<file path="config.mk">
export PLATFORM = sky130hd
export DESIGN_NAME = l2_norm_axis_param
export DESIGN_NICKNAME = d
export VERILOG_FILES = /design/src/rtl/l2norm_pkg.sv /design/src/rtl/isqrt_seq.sv /design/src/rtl/l2_norm_axis_param.sv
export SDC_FILE = /design/constraint.sdc
export NUM_CORES = 1
export LEC_CHECK = 0
export CORE_UTILIZATION = 50
export DETAILED_ROUTE_END_ITERATION = 16
export GPL_TIMING_DRIVEN = 1
export HOLD_SLACK_MARGIN = 0.02
export PLACE_DENSITY = 0.68
export RECOVER_POWER = 100
export SYNTH_ARGS = -nofsm -noshare
export SYNTH_HDL_FRONTEND = slang
export SYNTH_SLANG_ARGS = --single-unit
</file>
<file path="constraint.sdc">
create_clock -name clock -period 7.6 [get_ports clock]
set_input_delay 1.52 -clock clock [delete_from_list [all_inputs] [get_ports clock]]
set_output_delay 1.52 -clock clock [all_outputs]
set_load 0.005 [all_outputs]
</file>
<file path="src/rtl/l2norm_pkg.sv">
// Shared types and helpers for the L2-norm AXI-Stream engine.
// Saturating add works on a fixed wide container so any ACC_W up to MAX_W can use it.
package l2norm_pkg;

    localparam int unsigned DEF_LANES  = 8;
    localparam int unsigned DEF_ELEM_W = 8;
    localparam int unsigned DEF_ACC_W  = 32;
    localparam int unsigned MAX_W      = 64;

    typedef enum logic [1:0] {
        IDLE = 2'd0,
        CALC = 2'd1,
        DONE = 2'd2
    } eng_state_e;

    // Carry out of a w-bit unsigned add of a and b.
    function automatic logic sat_carry(input logic [MAX_W-1:0] a,
                                       input logic [MAX_W-1:0] b,
                                       input int unsigned w);
        logic [MAX_W:0] full;
        full = {1'b0, a} + {1'b0, b};
        return |(full >> w);
    endfunction

    // w-bit unsigned add clamped to 2^w-1 on carry-out.
    function automatic logic [MAX_W-1:0] sat_add(input logic [MAX_W-1:0] a,
                                                 input logic [MAX_W-1:0] b,
                                                 input int unsigned w);
        logic [MAX_W:0] full;
        full = {1'b0, a} + {1'b0, b};
        if (|(full >> w)) begin
            return {MAX_W{1'b1}} >> (MAX_W - w);
        end
        return full[MAX_W-1:0];
    endfunction

endpackage

</file>
<file path="src/rtl/isqrt_seq.sv">
// Restoring bit-pair integer square root, one result bit per cycle.
// done_c_o is high during the cycle whose edge completes the last iteration.
module isqrt_seq #(
    parameter int unsigned W = 32
) (
    input  logic           clock,
    input  logic           reset_n,
    input  logic           start_i,
    input  logic [W-1:0]   op_i,
    output logic           busy_o,
    output logic           done_c_o,
    output logic [W/2-1:0] root_o
);
    localparam int unsigned ITER  = W / 2;
    localparam int unsigned CNT_W = $clog2(ITER);

    logic [W-1:0]      op_q, op_d;
    logic [ITER-1:0]   rem_q, rem_d;
    logic [ITER-1:0]   root_q, root_d;
    logic [CNT_W-1:0]  cnt_q, cnt_d;
    logic              busy_q, busy_d;
    logic [ITER+1:0]   rem_sh;
    logic [ITER+1:0]   trial;
    logic              fits;

    // Intermediate remainders stay below 2^ITER, so the narrow rem_q loses nothing that is reused.
    assign rem_sh   = {rem_q, op_q[W-1 -: 2]};
    assign trial    = {root_q, 2'b01};
    assign fits     = rem_sh >= trial;
    assign done_c_o = busy_q && (cnt_q == CNT_W'(ITER - 1));
    assign busy_o   = busy_q;
    assign root_o   = root_q;

    always_comb begin
        op_d   = op_q;
        rem_d  = rem_q;
        root_d = root_q;
        cnt_d  = cnt_q;
        busy_d = busy_q;
        if (start_i) begin
            op_d   = op_i;
            rem_d  = '0;
            root_d = '0;
            cnt_d  = '0;
            busy_d = 1'b1;
        end else if (busy_q) begin
            op_d   = {op_q[W-3:0], 2'b00};
            rem_d  = fits ? ITER'(rem_sh - trial) : ITER'(rem_sh);
            root_d = {root_q[ITER-2:0], fits};
            cnt_d  = cnt_q + CNT_W'(1);
            busy_d = !done_c_o;
        end
    end

    always_ff @(posedge clock or negedge reset_n) begin
        if (!reset_n) begin
            op_q   <= '0;
            rem_q  <= '0;
            root_q <= '0;
            cnt_q  <= '0;
            busy_q <= 1'b0;
        end else begin
            op_q   <= op_d;
            rem_q  <= rem_d;
            root_q <= root_d;
            cnt_q  <= cnt_d;
            busy_q <= busy_d;
        end
    end

endmodule

</file>
<file path="src/rtl/l2_norm_axis_param.sv">
// Streams LANES-wide beats, accumulates squares of kept lanes until tlast, then emits
// floor(sqrt(sum)) or the raw sum; the sqrt runs while the next vector accumulates.
module l2_norm_axis_param
    import l2norm_pkg::*;
#(
    parameter int unsigned LANES  = DEF_LANES,
    parameter int unsigned ELEM_W = DEF_ELEM_W,
    parameter bit          SIGNED = 1'b1,
    parameter int unsigned ACC_W  = DEF_ACC_W
) (
    input  logic                    clock,
    input  logic                    reset_n,
    input  logic [LANES*ELEM_W-1:0] io_in_tdata,
    input  logic                    io_in_tvalid,
    input  logic [LANES-1:0]        io_in_tkeep,
    input  logic                    io_in_tlast,
    output logic                    io_in_tready,
    input  logic                    io_mode,
    output logic [ACC_W-1:0]        io_out_tdata,
    output logic                    io_out_tvalid,
    output logic                    io_out_tuser,
    output logic [ACC_W/8-1:0]      io_out_tkeep,
    output logic                    io_out_tlast,
    input  logic                    io_out_tready
);
    localparam int unsigned PROD_W = 2 * ELEM_W;
    localparam int unsigned SUM_W  = PROD_W + $clog2(LANES);
    localparam int unsigned ITER   = ACC_W / 2;

    eng_state_e       state_q, state_d;
    logic [ACC_W-1:0] acc_q, acc_d;
    logic             ovf_q, ovf_d;
    logic [ACC_W-1:0] eng_sum_q, eng_sum_d;
    logic             eng_mode_q, eng_mode_d;
    logic             eng_ovf_q, eng_ovf_d;
    logic             out_valid_q, out_valid_d;
    logic [ACC_W-1:0] out_data_q, out_data_d;
    logic             out_user_q, out_user_d;

    logic [SUM_W-1:0] beat_sum;
    logic [ACC_W-1:0] acc_sum;
    logic             acc_carry;
    logic             in_accept;
    logic             xfer;
    logic             sq_start;
    logic             sq_busy;
    logic             sq_done_c;
    logic [ITER-1:0]  sq_root;

    // Exact per-beat sum of squares; a negative element is squared through its magnitude.
    always_comb begin
        logic [ELEM_W-1:0] elem;
        logic [ELEM_W-1:0] mag;
        logic [PROD_W-1:0] sq;
        beat_sum = '0;
        for (int i = 0; i < LANES; i++) begin
            elem = io_in_tdata[i*ELEM_W +: ELEM_W];
            mag  = (SIGNED && elem[ELEM_W-1]) ? -elem : elem;
            sq   = PROD_W'(mag) * PROD_W'(mag);
            if (io_in_tkeep[i]) begin
                beat_sum = beat_sum + SUM_W'(sq);
            end
        end
    end

    assign io_in_tready = !(io_in_tlast && state_q != IDLE);
    assign in_accept    = io_in_tvalid && io_in_tready;
    assign acc_sum      = ACC_W'(sat_add(MAX_W'(acc_q), MAX_W'(beat_sum), ACC_W));
    assign acc_carry    = sat_carry(MAX_W'(acc_q), MAX_W'(beat_sum), ACC_W);

    isqrt_seq #(
        .W (ACC_W)
    ) u_isqrt (
        .clock    (clock),
        .reset_n  (reset_n),
        .start_i  (sq_start),
        .op_i     (acc_sum),
        .busy_o   (sq_busy),
        .done_c_o (sq_done_c),
        .root_o   (sq_root)
    );

    // Accumulator, engine FSM and output register next-state.
    always_comb begin
        state_d     = state_q;
        acc_d       = acc_q;
        ovf_d       = ovf_q;
        eng_sum_d   = eng_sum_q;
        eng_mode_d  = eng_mode_q;
        eng_ovf_d   = eng_ovf_q;
        out_valid_d = out_valid_q;
        out_data_d  = out_data_q;
        out_user_d  = out_user_q;
        sq_start    = 1'b0;
        xfer        = 1'b0;

        if (in_accept) begin
            if (io_in_tlast) begin
                acc_d      = '0;
                ovf_d      = 1'b0;
                eng_sum_d  = acc_sum;
                eng_mode_d = io_mode;
                eng_ovf_d  = ovf_q | acc_carry;
            end else begin
                acc_d = acc_sum;
                ovf_d = ovf_q | acc_carry;
            end
        end

        case (state_q)
            IDLE: begin
                if (in_accept && io_in_tlast) begin
                    if (io_mode) begin
                        state_d = DONE;
                    end else begin
                        state_d  = CALC;
                        sq_start = 1'b1;
                    end
                end
            end
            CALC: begin
                if (sq_busy && sq_done_c) begin
                    state_d = DONE;
                end
            end
            DONE: begin
                if (!out_valid_q || io_out_tready) begin
                    xfer    = 1'b1;
                    state_d = IDLE;
                end
            end
            default: state_d = IDLE;
        endcase

        if (xfer) begin
            out_valid_d = 1'b1;
            out_data_d  = eng_mode_q ? eng_sum_q : ACC_W'(sq_root);
            out_user_d  = eng_ovf_q;
        end else if (io_out_tready) begin
            out_valid_d = 1'b0;
        end
    end

    always_ff @(posedge clock or negedge reset_n) begin
        if (!reset_n) begin
            state_q     <= IDLE;
            acc_q       <= '0;
            ovf_q       <= 1'b0;
            eng_sum_q   <= '0;
            eng_mode_q  <= 1'b0;
            eng_ovf_q   <= 1'b0;
            out_valid_q <= 1'b0;
            out_data_q  <= '0;
            out_user_q  <= 1'b0;
        end else begin
            state_q     <= state_d;
            acc_q       <= acc_d;
            ovf_q       <= ovf_d;
            eng_sum_q   <= eng_sum_d;
            eng_mode_q  <= eng_mode_d;
            eng_ovf_q   <= eng_ovf_d;
            out_valid_q <= out_valid_d;
            out_data_q  <= out_data_d;
            out_user_q  <= out_user_d;
        end
    end

    assign io_out_tdata  = out_data_q;
    assign io_out_tvalid = out_valid_q;
    assign io_out_tuser  = out_user_q;
    assign io_out_tkeep  = '1;
    assign io_out_tlast  = out_valid_q;

endmodule

</file>
# Word-level counts from Yosys, hierarchy flattened
# Index checks and enable logic that the tools add are counted.
[word_totals]
register_bits = 172
out_inout_bits = 40
elab_cells = 109
input_bits = 78
[classes]
eq_ne = 6
magnitude_cmp = 1
n_mul = 8
reduce_logical = 16
add_sub_neg = 18
muxes = 45
n_bitwise = 1
[ops]
columns = ["operator", "n"]
rows = [
  ["$mux W32", 6],
  ["$mux W19", 7],
  ["$mul A8 B8 Y16", 8],
  ["$add A19 B16 Y19", 6],
  ["$mux W16", 6],
  ["$mux W8", 8],
  ["$neg A8 Y8", 8],
  ["$add A32 B19 Y33", 1],
  ["$reduce_or A33 Y1", 1],
  ["$ge A18 B18 Y1", 1],
  ["$add A16 B16 Y17", 1],
  ["$sub A16 B16 Y16", 1],
  ["$mux W1", 11],
  ["$mux W2", 4],
  ["$mux W4", 2],
  ["$ne A2 B2 Y1 const B", 3],
  ["$pmux W2 S3", 1],
  ["$reduce_bool A2 Y1", 3],
  ["$logic_and A1 B1 Y1", 5],
  ["$add A4 B1 Y4 const B", 1],
  ["$eq A4 B4 Y1 const B", 1],
  ["$logic_not A1 Y1", 3],
  ["$reduce_and A3 Y1", 1],
  ["$eq A2 B1 Y1 const B", 1],
  ["5 further kinds", 5],
]

# Logic depth before layout (Yosys ltp)
[logic_depth]
word_depth = 23
ltp_mapped = 117
mapped_depth_nobuf = 115

# Cells and area by module
# Synthesis repeated with hierarchy kept, for this count alone.
[unflattened]
hier_cells = 3437
area_unflattened_um2 = 28889.0
[modules_own_cells]
columns = ["module", "area_each_um2", "cells_per_inst", "instances"]
rows = [
  ["l2_norm_axis_param", 24706.2, 2998, 1],
  ["isqrt_seq", 4182.8, 439, 1],
]

# Least setup slack after synthesis
# OpenSTA, ideal clock, no wires.
[synth_path]
path_kind = "input -> register"
from = "input port io_in_tdata[3]"
to = "register u_isqrt.op_q[26]"
stages = 106
setup_slack_ns = -20.158
arrival_ns = 27.623
t_required_ns = 7.465
cell_sequence = "or3_1 -> nor2_1 -> a21boi_0 -> xnor2_1 -> or2_2 -> inv_1 -> fa_1 -> xor2_1 -> xnor2_1 -> fa_1 -> inv_1 -> fa_1 -> ha_1 -> xnor2_1 -> nand2_1 -> inv_1 -> fa_1 -> inv_1 -> [... 70 more ...] -> fa_1 -> ha_1 -> or3_1 -> o211ai_1 -> a311oi_1 -> o21a_1 -> o21ai_0 -> a21oi_1 -> xor2_1 -> xnor3_1 -> ha_1 -> inv_1 -> nor4_1 -> a211oi_2 -> buf_4 -> nor3_1 -> mux2i_1 -> o21ai_0"
[synth_between]
elab_chain_len = 23
[synth_rtl]
columns = ["element", "line", "source"]
rows = [
  ["start, declared", "l2_norm_axis_param.sv:13", "input logic [LANES*ELEM_W-1:0] io_in_tdata,"],
  ["$neg A8 Y8", "l2_norm_axis_param.sv:58", "mag = (SIGNED && elem[ELEM_W-1]) ? -elem : elem;"],
  ["$mux W8 (*)", "l2_norm_axis_param.sv:58", ""],
  ["$mul A8 B8 Y16 (*)", "l2_norm_axis_param.sv:59", "sq = PROD_W'(mag) * PROD_W'(mag);"],
  ["$mux W16 (*)", "l2_norm_axis_param.sv:60", "if (io_in_tkeep[i]) begin"],
  ["$add A16 B16 Y17", "l2_norm_axis_param.sv:61", "beat_sum = beat_sum + SUM_W'(sq);"],
  ["$mux W19 (*)", "l2_norm_axis_param.sv:60", ""],
  ["$add A19 B16 Y19", "l2_norm_axis_param.sv:61", ""],
  ["$mux W19 (*)", "l2_norm_axis_param.sv:60", ""],
  ["[... 7 more ...]", "n/a", ""],
  ["$mux W19 (*)", "l2_norm_axis_param.sv:60", ""],
  ["$add A19 B16 Y19", "l2_norm_axis_param.sv:61", ""],
  ["$mux W19 (*)", "l2_norm_axis_param.sv:60", ""],
  ["$add A32 B19 Y33 (*)", "l2norm_pkg.sv:30", "full = {1'b0, a} + {1'b0, b};"],
  ["$reduce_or A33 Y1", "l2norm_pkg.sv:31", "if (|(full >> w)) begin"],
  ["$mux W1", "l2norm_pkg.sv:31", ""],
  ["$mux W32 (*)", "l2norm_pkg.sv:34", "return full[MAX_W-1:0];"],
  ["$mux W32 (*)", "isqrt_seq.sv:40", "if (start_i) begin"],
  ["end signal, assigned", "isqrt_seq.sv:63", "op_q <= op_d;"],
  ["end, declared", "isqrt_seq.sv:17", "logic [W-1:0] op_q, op_d;"],
]
# Every way passes the cells marked *; elsewhere a longest branch is shown, timed or not.
# A chain may end at the register's enable or synchronous reset.

# Final worst setup path
[layout_path]
from = "input port io_in_tdata[4]"
to = "register u_isqrt.op_q[14]"
# The elaborated chain is that of the path after synthesis.

==> results_dict.tcl <==
set metrics [dict create \
    ctsLongestPathBuffers 2 \
    status "finished, violations left" \
    track_usage 0.272 \
    avgSynthCellArea_um2 8.43 \
    hold_path_depth 2 \
    cts_sinks 172 \
    drt_iter0_markers 1622 \
    synth_top_family_by_area "adder cells" \
    cts-htree-levels 4 \
    hold_start "io_out_tdata[11]" \
    cts_tree "yes" \
    cp.required_ns 7.88 \
    grt_pass1_vias 27700 \
    ys_ff_latch 172 \
    synth_compound_area_frac 0.147 \
    syn_inst 3410 \
    drive_above_1_share 0.284 \
    yosys.area_share.simple 0.144 \
    hold_end "io_out_tdata[11]" \
    worstReg2RegEnd "u_isqrt.rem_q[3]" \
    clock-root-buffer "clkbuf_16" \
    fin_setup_tns_ns -1922.33 \
    cp.arrival_ns 27.61 \
    die_w_um 242 \
    cts_made_buffers 17 \
    relSlewSlack -2.50 \
    violations "capacitance limit, slew limit, setup timing" \
    fin_crit_sh 3.60 \
    clock_latency_ns 0.44 \
    mostFrequentLayoutCells "buf_4, inv_1, ha_1, nand2_1, fa_1" \
    netlist_area_um2 28700 \
    skew_ns 0.0107 \
    reg2regPathDepth 10 \
    path_max_fanout 4 \
    fin_hold_ws_ns 0.471 \
    rsz0062_at_grt "yes" \
    die_y_um 242 \
    hold_class "reg2reg" \
    overflow 0 \
    max_freq_ghz 0.0366 \
    postRouteAntennaNets 0 \
    drt_pass1_iterations 6 \
    clk_pin_slew_ns 0.06 \
    drv_slew 163 \
    critPathSlowestCell "fa_1" \
    hold_viol 0 \
    synthArstFlopShare 1.00 \
    rows 87 \
    grt_pass1_wl_um 133000 \
    vias 27000 \
    crit_type "in2reg" \
    yosys.area_share.adder 0.362 \
    layout_setup_ws_ns -19.73 \
    final_common_cell "buf_4" \
    r2r_setup_slack_ns 4.25 \
    synth_edf_count 0 \
    via_per_inst 5.23 \
    die_area_um2 58400 \
    drcViolationCount 0 \
    drv_cap 2 \
    ys_seq_area_frac 0.150 \
    antenna_found_initial 0 \
    io_pins 118 \
    globalplace.congestion 0.904 \
    grt_max_degree 101 \
    muxShareOfSynthArea 0.0404 \
    portBuffers 113 \
    yosysWarnings 0 \
    slowest_delay_ns 0.54 \
    drt-total-wl_um 79300 \
    synth_ff_type "dfrtp_1" \
    yosysUniqueCellTypes 96 \
    area_growth_pct 37.6 \
    r2r-start "u_isqrt.root_o[7]" \
    cpMostUsedCell "fa_1" \
    worstSetupStartpointType "input port" \
    start_util 0.508 \
    critPathCaptureType "flip-flop" \
    min_period_ns 27.33 \
    dpl.hpwl_um 62200 \
    core_um2 56600 \
    nNetsFinal 5120 \
    setup_viol 98 \
    diodes 0 \
    cts_hold_buffers 0 \
    synth-xor-area-share 0.0611 \
    worstMarginPinSlew_ns 5.25 \
    wl_per_cell_um 15.4 \
]
## timing repair
| item | in CTS | in global routing |
|---|---|---|
| setup buffers | 79 | 20 |
| gates cloned | 2 | 0 |
| setup endpoints to repair | 98 | 98 |
| resized for setup | 167 | 103 |
| pin swaps | 130 | 54 |
## cell families (layout without fill, tap and decap cells)
family                     count (synthesis)  after routing
and+or+nand+nor                          902            902
other                                      2             54
xor gates and xnor gates                 199            199
adders and majority gates                653            653
buffers and inverters                    717           1657
muxes                                    111            111
DFF                                      172            172
AOI/OAI and AO/OA                        654            654
## registers in the layout, summed over array words and instances, names as in the netlist
name / count
eng_ovf_q: 1
io_out_tuser: 1
u_isqrt.root_o: 16
eng_mode_q: 1
u_isqrt.rem_q: 16
io_out_tlast: 1
acc_q: 32
u_isqrt.busy_o: 1
io_out_tdata: 32
ovf_q: 1
state_q: 2
u_isqrt.cnt_q: 4
eng_sum_q: 32
u_isqrt.op_q: 32
## cells in the mapped netlist (6+ instances only)
cell | count | area, um^2
a21boi_0 | 6 | 45.0
o21a_1 | 35 | 263
a211oi_1 | 34 | 255
and2_1 | 13 | 81.3
buf_4 | 8 | 60.1
nand3_1 | 42 | 210
o21ai_1 | 17 | 85.1
o41ai_1 | 8 | 70.1
fa_1 | 298 | 5970
buf_1 | 7 | 26.3
a21oi_1 | 156 | 781
xnor2_1 | 120 | 1050
ha_1 | 355 | 4440
xor2_1 | 78 | 683
nand2b_1 | 52 | 325
inv_1 | 615 | 2310
o21bai_1 | 17 | 128
mux2i_1 | 77 | 771
mux2_2 | 31 | 349
or2_2 | 16 | 100
dfrtp_1 | 172 | 4300
o22ai_1 | 10 | 62.6
nor4_1 | 15 | 93.8
o31ai_1 | 24 | 180
o21ai_0 | 166 | 831
nand2_1 | 308 | 1160
nand3b_1 | 9 | 67.6
a311oi_1 | 6 | 52.6
nand4_1 | 15 | 93.8
a31oi_1 | 23 | 144
a22oi_1 | 9 | 67.6
nor2_1 | 276 | 1040
a21o_1 | 46 | 345
or3_1 | 21 | 131
o211ai_1 | 19 | 143
clkbuf_1 | 71 | 267
a31o_2 | 6 | 52.6
nor2b_1 | 32 | 200
nor3_1 | 57 | 285
and3_1 | 19 | 119
## worst max-delay path by stage
| stage | from | to | slack (ns) | depth (start not counted) |
|---|---|---|---|---|
| after floorplan | io_in_tdata[0] | acc_q[15] | -18.14 | 96 |
| after global placement | io_in_tdata[0] | acc_q[19] | -20.56 | 112 |
| after detailed placement | io_in_tdata[0] | acc_q[17] | -20.92 | 113 |
| after CTS | io_in_tdata[0] | acc_q[14] | -19.58 | 111 |
| after global routing | io_in_tdata[4] | u_isqrt.op_q[30] | -20.67 | 109 |
| final | io_in_tdata[4] | u_isqrt.op_q[14] | -19.73 | 122 |
## per-stage QoR
| step | util | instance area (um^2) | setup WS (ns) | cells |
|---|---|---|---|---|
| after CTS | 0.691 | 39100 | -19.58 | 5147 |
| final | 0.698 | 39500 | -19.73 | 5158 |
| after global routing | 0.698 | 39500 | -20.67 | 5158 |
| after detailed placement | 0.660 | 37400 | -20.92 | 5036 |
| after global placement | 0.660 | 37400 | -20.56 | 5036 |
| after floorplan | - | 29700 | -18.14 | 3462 |
## layout make-up
class | instances | area, um^2
Tap cell | 756 | 946
Fill cell | 4392 | 17100
Clock inverter | 13 | 165
Multi-Input combinational cell | 2573 | 23400
Sequential cell | 172 | 4310
Clock buffer | 19 | 443
Inverter | 625 | 2360
Timing Repair Buffer | 1000 | 7940
## layer usage
layer / vias up / track usage / share of wire
met2: 612 / 0.480 / 0.50
met1: 13000 / 0.361 / 0.44
met5: - / 0 / 0
met3: 148 / 0.0185 / 0.039
met4: 0 / 0.0719 / 0.027
li1: 13200 / - / -
## critical path: cells and delay by family
kind            cells  cell delay (ns)
fa+ha+maj          35            15.60
buf+inv            48             4.45
simple gates       14             2.08
compound gates     13             2.07
xor+xnor           11             1.56
mux                 1             0.25
Power is not shown: default switching activity piles up to over one toggle a cycle in this logic, so the estimate is an artifact.
